$ cat config.mk
export PLATFORM = sky130hd
export DESIGN_NAME = dm_arbiter
export DESIGN_NICKNAME = d
export VERILOG_FILES = /design/src/rtl/dm_arb_pkg.sv /design/src/rtl/dm_arb_wait_cnt.sv /design/src/rtl/dm_arbiter.sv
export SDC_FILE = /design/constraint.sdc
export NUM_CORES = 1
export LEC_CHECK = 0
export ABC_AREA = 1
export CORE_AREA = 2 2 117 119
export DETAILED_ROUTE_END_ITERATION = 10
export DIE_AREA = 0 0 119 121
export GPL_TIMING_DRIVEN = 1
export PLACE_DENSITY = 0.73
export RECOVER_POWER = 25
export SETUP_SLACK_MARGIN = 0.5
export SYNTH_ARGS = -nofsm -noshare
export SYNTH_HDL_FRONTEND = slang
export SYNTH_HIERARCHICAL = 1
export SYNTH_SLANG_ARGS = --single-unit
$ cat constraint.sdc
create_clock -name clk -period 1.7 [get_ports clk]
set_input_delay 0.51 -clock clk [delete_from_list [all_inputs] [get_ports clk]]
set_output_delay 0.51 -clock clk [all_outputs]
set_load 0.02 [all_outputs]
$ cat src/rtl/dm_arb_pkg.sv
// Shared types and constants for the data-memory arbiter: owner states,
// DMType encodings understood by dm, and the default starvation limit.
package dm_arb_pkg;

  typedef enum logic {
    FREE = 1'b0,
    DBG  = 1'b1
  } owner_t;

  localparam logic [2:0] DM_WORD   = 3'b000;
  localparam logic [2:0] DM_HALF   = 3'b001;
  localparam logic [2:0] DM_HALF_U = 3'b010;
  localparam logic [2:0] DM_BYTE   = 3'b011;
  localparam logic [2:0] DM_BYTE_U = 3'b100;

  localparam int DEF_MAX_WAIT = 4;

endpackage

$ cat src/rtl/dm_arb_wait_cnt.sv
// Saturating count of consecutive cycles the debug master was denied;
// expired lets the debug master pre-empt the CPU.
module dm_arb_wait_cnt #(
  parameter int MAX_WAIT = 4
) (
  input  logic clk,
  input  logic rstn,
  input  logic d_req,
  input  logic d_gnt,
  output logic expired
);

  logic [3:0] cnt_reg;
  logic [3:0] cnt_next;

  always_comb begin
    cnt_next = 4'd0;
    if (d_req && !d_gnt) begin
      cnt_next = (cnt_reg == 4'd15) ? cnt_reg : cnt_reg + 4'd1;
    end
  end

  always_ff @(posedge clk) begin
    if (!rstn) begin
      cnt_reg <= 4'd0;
    end else begin
      cnt_reg <= cnt_next;
    end
  end

  assign expired = (cnt_reg >= 4'(MAX_WAIT));

endmodule

$ cat src/rtl/dm_arbiter.sv
// CPU/debug arbiter in front of the single data memory. CPU has priority,
// a wait counter guarantees debug progress; the ownership lock is built
// only when DM_ARB_LOCK_EN is defined.
module dm_arbiter
  import dm_arb_pkg::*;
#(
  parameter int MAX_WAIT = DEF_MAX_WAIT,
  parameter int AW       = 30
) (
  input  logic          clk,
  input  logic          rstn,
  input  logic          c_req,
  input  logic          c_we,
  input  logic [AW-1:0] c_addr,
  input  logic [2:0]    c_type,
  input  logic [31:0]   c_wdata,
  output logic          c_gnt,
  output logic          c_stall,
  output logic          c_rvalid,
  output logic [31:0]   c_rdata,
  input  logic          d_req,
  input  logic          d_we,
  input  logic [AW-1:0] d_addr,
  input  logic [2:0]    d_type,
  input  logic [31:0]   d_wdata,
  output logic          d_gnt,
  output logic          d_rvalid,
  output logic [31:0]   d_rdata,
  input  logic          d_lock,
  output logic          m_we,
  output logic [AW-1:0] m_addr,
  output logic [2:0]    m_type,
  output logic [31:0]   m_wdata,
  input  logic [31:0]   m_rdata
);

  owner_t      owner;
  logic        locked;
  logic        expired;
  logic        c_rvalid_reg;
  logic        d_rvalid_reg;
  logic [31:0] c_rdata_reg;
  logic [31:0] d_rdata_reg;

  dm_arb_wait_cnt #(.MAX_WAIT(MAX_WAIT)) u_wait (
    .clk    (clk),
    .rstn   (rstn),
    .d_req  (d_req),
    .d_gnt  (d_gnt),
    .expired(expired)
  );

`ifdef DM_ARB_LOCK_EN
  owner_t owner_next;

  always_comb begin
    owner_next = owner;
    case (owner)
      FREE:    if (d_gnt && d_lock) owner_next = DBG;
      DBG:     if (!d_lock || !d_req) owner_next = FREE;
      default: owner_next = FREE;
    endcase
  end

  always_ff @(posedge clk) begin
    if (!rstn) begin
      owner <= FREE;
    end else begin
      owner <= owner_next;
    end
  end
`else
  assign owner = FREE;
`endif

  // The lock only binds while the debug master keeps both lock and request
  // up, so the CPU regains the memory in the very cycle the lock drops.
  assign locked = (owner == DBG) && d_lock && d_req;

  always_comb begin
    c_gnt = 1'b0;
    d_gnt = 1'b0;
    if (rstn) begin
      if (locked)                d_gnt = 1'b1;
      else if (d_req && expired) d_gnt = 1'b1;
      else if (c_req)            c_gnt = 1'b1;
      else if (d_req)            d_gnt = 1'b1;
    end
  end

  assign c_stall = c_req && !c_gnt;

  always_comb begin
    m_we    = 1'b0;
    m_addr  = '0;
    m_type  = 3'd0;
    m_wdata = 32'd0;
    if (c_gnt) begin
      m_we    = c_we;
      m_addr  = c_addr;
      m_type  = c_type;
      m_wdata = c_wdata;
    end else if (d_gnt) begin
      m_we    = d_we;
      m_addr  = d_addr;
      m_type  = d_type;
      m_wdata = d_wdata;
    end
  end

  always_ff @(posedge clk) begin
    if (!rstn) begin
      c_rvalid_reg <= 1'b0;
      d_rvalid_reg <= 1'b0;
      c_rdata_reg  <= 32'd0;
      d_rdata_reg  <= 32'd0;
    end else begin
      c_rvalid_reg <= c_gnt && !c_we;
      d_rvalid_reg <= d_gnt && !d_we;
      if (c_gnt && !c_we) c_rdata_reg <= m_rdata;
      if (d_gnt && !d_we) d_rdata_reg <= m_rdata;
    end
  end

  assign c_rvalid = c_rvalid_reg;
  assign d_rvalid = d_rvalid_reg;
  assign c_rdata  = c_rdata_reg;
  assign d_rdata  = d_rdata_reg;

endmodule

==> results.rst <==
.. list-table::
   :header-rows: 1

   * - Metric
     - Value
   * - Status
     - finished with violations
   * - Violations in the final reports
     - negative setup slack
   * - Floorplan die area
     - 14,400 µm²
   * - Critical path launch point type
     - register
   * - Area fraction in compound gates after synthesis
     - 0.0480
   * - Clock slew at the register clock pins of the worst setup and hold paths
     - ~50 ps
   * - GRT Resource Usage Total
     - 0.270
   * - Via count of the first global-routing pass
     - between 5,000 and 6,000
   * - Worst path slowest cell
     - dfxtp_2
   * - Placed wire-length estimate
     - 12.3 mm
   * - Row cnt
     - 42
   * - Maximum fanout along the worst path
     - 7
   * - Post-Layout Inst Area
     - 9190 µm²
   * - Setup repair after global routing missed its margin
     - yes
   * - Clk Latency, worst-skew pair
     - 330 ps
   * - Final period utilization
     - 1.32
   * - Drt via density
     - between 4 and 5
   * - Share of power burned in the clock network
     - 0.347
   * - Final worst hold slack
     - approximately 460 ps
   * - Worst slack after detailed placement
     - -1120 ps
   * - Fin crit period
     - 2240 ps
   * - Yosys warnings
     - 6
   * - Placed Area
     - approximately 7000 µm²
   * - LEAKAGE
     - between 4 and 5 nW
   * - Number of distinct library cells after synthesis
     - 20
   * - Fin nets
     - 1,131
   * - Vertical die dimension
     - 121 µm
   * - Multi-input gate area in the final layout
     - roughly 2500 µm²
   * - Combined flip-flop and latch cell area
     - roughly 1500 µm²
   * - Worst Setup Slack, final
     - -539 ps
   * - Simple-gate share of the synthesized area
     - 0.451
   * - Reg power frac
     - 0.325
   * - Clock H-tree levels
     - 3
   * - Final core utilization
     - 0.702
   * - Multiplexer fraction of the synthesized cell area
     - 0
   * - Clock tree from TritonCTS
     - built
   * - Count of non-filler cells in the finished layout
     - 1,139
   * - Effective utilization at floorplan
     - 0.271
   * - Clock Tree Buf Depth
     - 2
   * - Grt total ovfl
     - 0
   * - Total Wirelength
     - 20.7 mm
   * - Main combinational cell family by area after synthesis
     - simple AND/OR/NAND/NOR gates
   * - Slack of the worst reg-to-reg path
     - -530 ps
   * - Layout overhead on the synthesized area
     - 159%
   * - Number of buffers inserted during clock tree synthesis
     - 9
   * - WP data required
     - 1190 ps
   * - Delay of the slowest cell on the worst path
     - 320 ps
   * - Power dissipated by switching net loads
     - 1.54 mW
   * - Total DRC errors in the routed layout
     - 0
   * - Global placer's final weighted congestion
     - 0.840
   * - Endpoint type of the worst setup path
     - output port
   * - Largest vdd supply drop
     - 639 µV
   * - Synthesized area per cell
     - 5.92 µm²
   * - Global-route wire length before repair
     - around 30 mm
   * - Maximum number of pins on one net before global-route repair
     - 65
   * - Antenna Nets Post-Route
     - 0
   * - Pwr Density
     - between 500 and 600 nW/µm²
   * - Dpl cells
     - 1,066
   * - Number of nets in the synthesized netlist
     - 769
   * - Proportion of synthesized chip area in sequential cells
     - 0.395
   * - Root Buffer Master
     - clkbuf_16
   * - Worst Path Class, Setup
     - register to output port
   * - Number of DRC markers after the initial detailed-route iteration
     - around 250
   * - Number of fill cells
     - 937
   * - Hold Fails Final Rpt
     - 0
   * - Router iterations before antenna repair
     - 5
   * - Post-layout total power
     - 5.48 mW
   * - Area of the core
     - 13,100 µm²
   * - Post-Synth Adder-Cell Area
     - 0.00353
   * - Final Slew Violations
     - 0
   * - Data arrival time at the worst-slack endpoint
     - 1730 ps
   * - Min-delay worst type
     - register to register
   * - Final setup skew
     - about 4.6 ps
   * - Post-Syn Instances
     - 599
   * - Internal
     - 3.94 mW
   * - Total via count after detailed routing
     - 5,161
   * - Synth Cell Area
     - 3550 µm²
   * - Final setup violation count
     - 134
   * - Portion of total power attributed to combinational logic
     - 0.328
   * - Max-slew headroom at the worst pin
     - 0.558
   * - Switching share of total power
     - 0.281
   * - Share of post-route cells with drive strength above 1
     - 0.503
   * - Port Buf Inserts
     - 302
   * - I/O pin total
     - 304
   * - Synthesized flop and latch total
     - 70
   * - Number of sinks driven by the clock tree
     - 70
   * - Final total negative setup slack
     - -48,950 ps
   * - Count of inserted antenna diode cells
     - 0
   * - Width of the die
     - about 120 µm
   * - List of cells traversed by the critical path
     - or2_4, inv_2, nand2_2, nand2_4, inv_8, buf_12, buf_16, nand2_4, nand2_2, buf_6
   * - Number of antenna violations at the first check in global routing
     - 1
   * - Max Clock Freq
     - 447 MHz
   * - Routed length per placed instance
     - 18.2 µm
   * - Worst-margin pin slew
     - ~660 ps
   * - Post-CTS Hold Fix Bufs
     - 0
   * - Max-capacitance violation count
     - 0
   * - Share of the synthesized netlist area taken by xor and xnor gates
     - 0
## layer usage
metal | track usage | part of all wire | vias up
li1 | - | - | 2512
met1 | 0.287 | 0.36 | 2352
met2 | 0.472 | 0.51 | 247
met3 | 0.109 | 0.095 | 48
met4 | 0.116 | 0.033 | 2
met5 | 0 | 0.00063 | -
## cell usage after synthesis (all sizes together)
| cell | n | area (µm²) |
|---|---|---|
| nand2 | 337 | 1260 |
| nand3 | 4 | 25.0 |
| clkbuf | 4 | 15.0 |
| a21oi | 1 | 5.00 |
| or2 | 1 | 6.26 |
| o21ai | 33 | 165 |
| ha | 1 | 12.5 |
| buf | 31 | 191 |
| nor2 | 74 | 297 |
| inv | 42 | 158 |
| dfxtp | 70 | 1400 |
| nand4 | 1 | 6.26 |
## power groups by stage
stage          clock network (mW)  logic (mW)  registers [mW]
6_report                     1.90        1.80            1.78
5_1_grt                      1.99        1.89            1.79
4_1_cts                      1.91        1.70            1.78
3_5_place_dp                    0        1.38            1.79
3_3_place_gp                    0        1.38            1.78
2_1_floorplan                   0       0.473            1.87
## cells by family (layout without fill, tap and decap cells)
family                   Yosys count  in the layout
AND/OR/NAND/NOR                  417            417
flip-flops                        70             70
buffers and inverters             77            441
AO/OA/AOI/OAI                     34             34
adder cells (fa/ha/maj)            1              1
## final cells by class
cell class                 count  share of cell area
clock buffer                  12              0.0290
clock inverter                 1             0.00327
inverter                      42              0.0193
multi-input combinational    452               0.272
sequential                    70               0.161
tap                          176              0.0240
timing repair buffer         386               0.491
## worst paths after layout
path                           from     endpoint  cells after the start
hold / removal           d_rdata[4]   d_rdata[4]                      2
setup / recovery  u_wait/cnt_reg[2]   m_wdata[2]                     10
setup reg to reg  u_wait/cnt_reg[2]  c_rdata[27]                     15
hold reg to reg          d_rdata[4]   d_rdata[4]                      2
## layout by cell type, fill, tap and decap left out, types with 4 or more instances in the layout
cell / count
inv_2: 4
nor2_4: 5
nand2_1: 178
buf_12: 17
dfxtp_1: 5
nand2_4: 46
buf_4: 34
buf_16: 21
o21ai_1: 30
clkdlybuf4s50_1: 164
nor2_2: 10
inv_1: 36
buf_6: 139
nor2_1: 58
dfxtp_2: 65
clkbuf_16: 10
nand2_2: 113
## critical path, delay by kind of cell, from the launching register on
family	cells	cell delay, ps
and+or+nand+nor	5	540
DFF	1	320
buffers and inverters	5	530
## repair_timing
action                                  4_1_cts  5_1_grt
setup buffers                                22       16
endpoints found under the setup margin      205      205
cloned                                       21        1
gates resized for setup                    1000       70
pin swaps                                    18       18
Power figures use the tool's default switching activity.
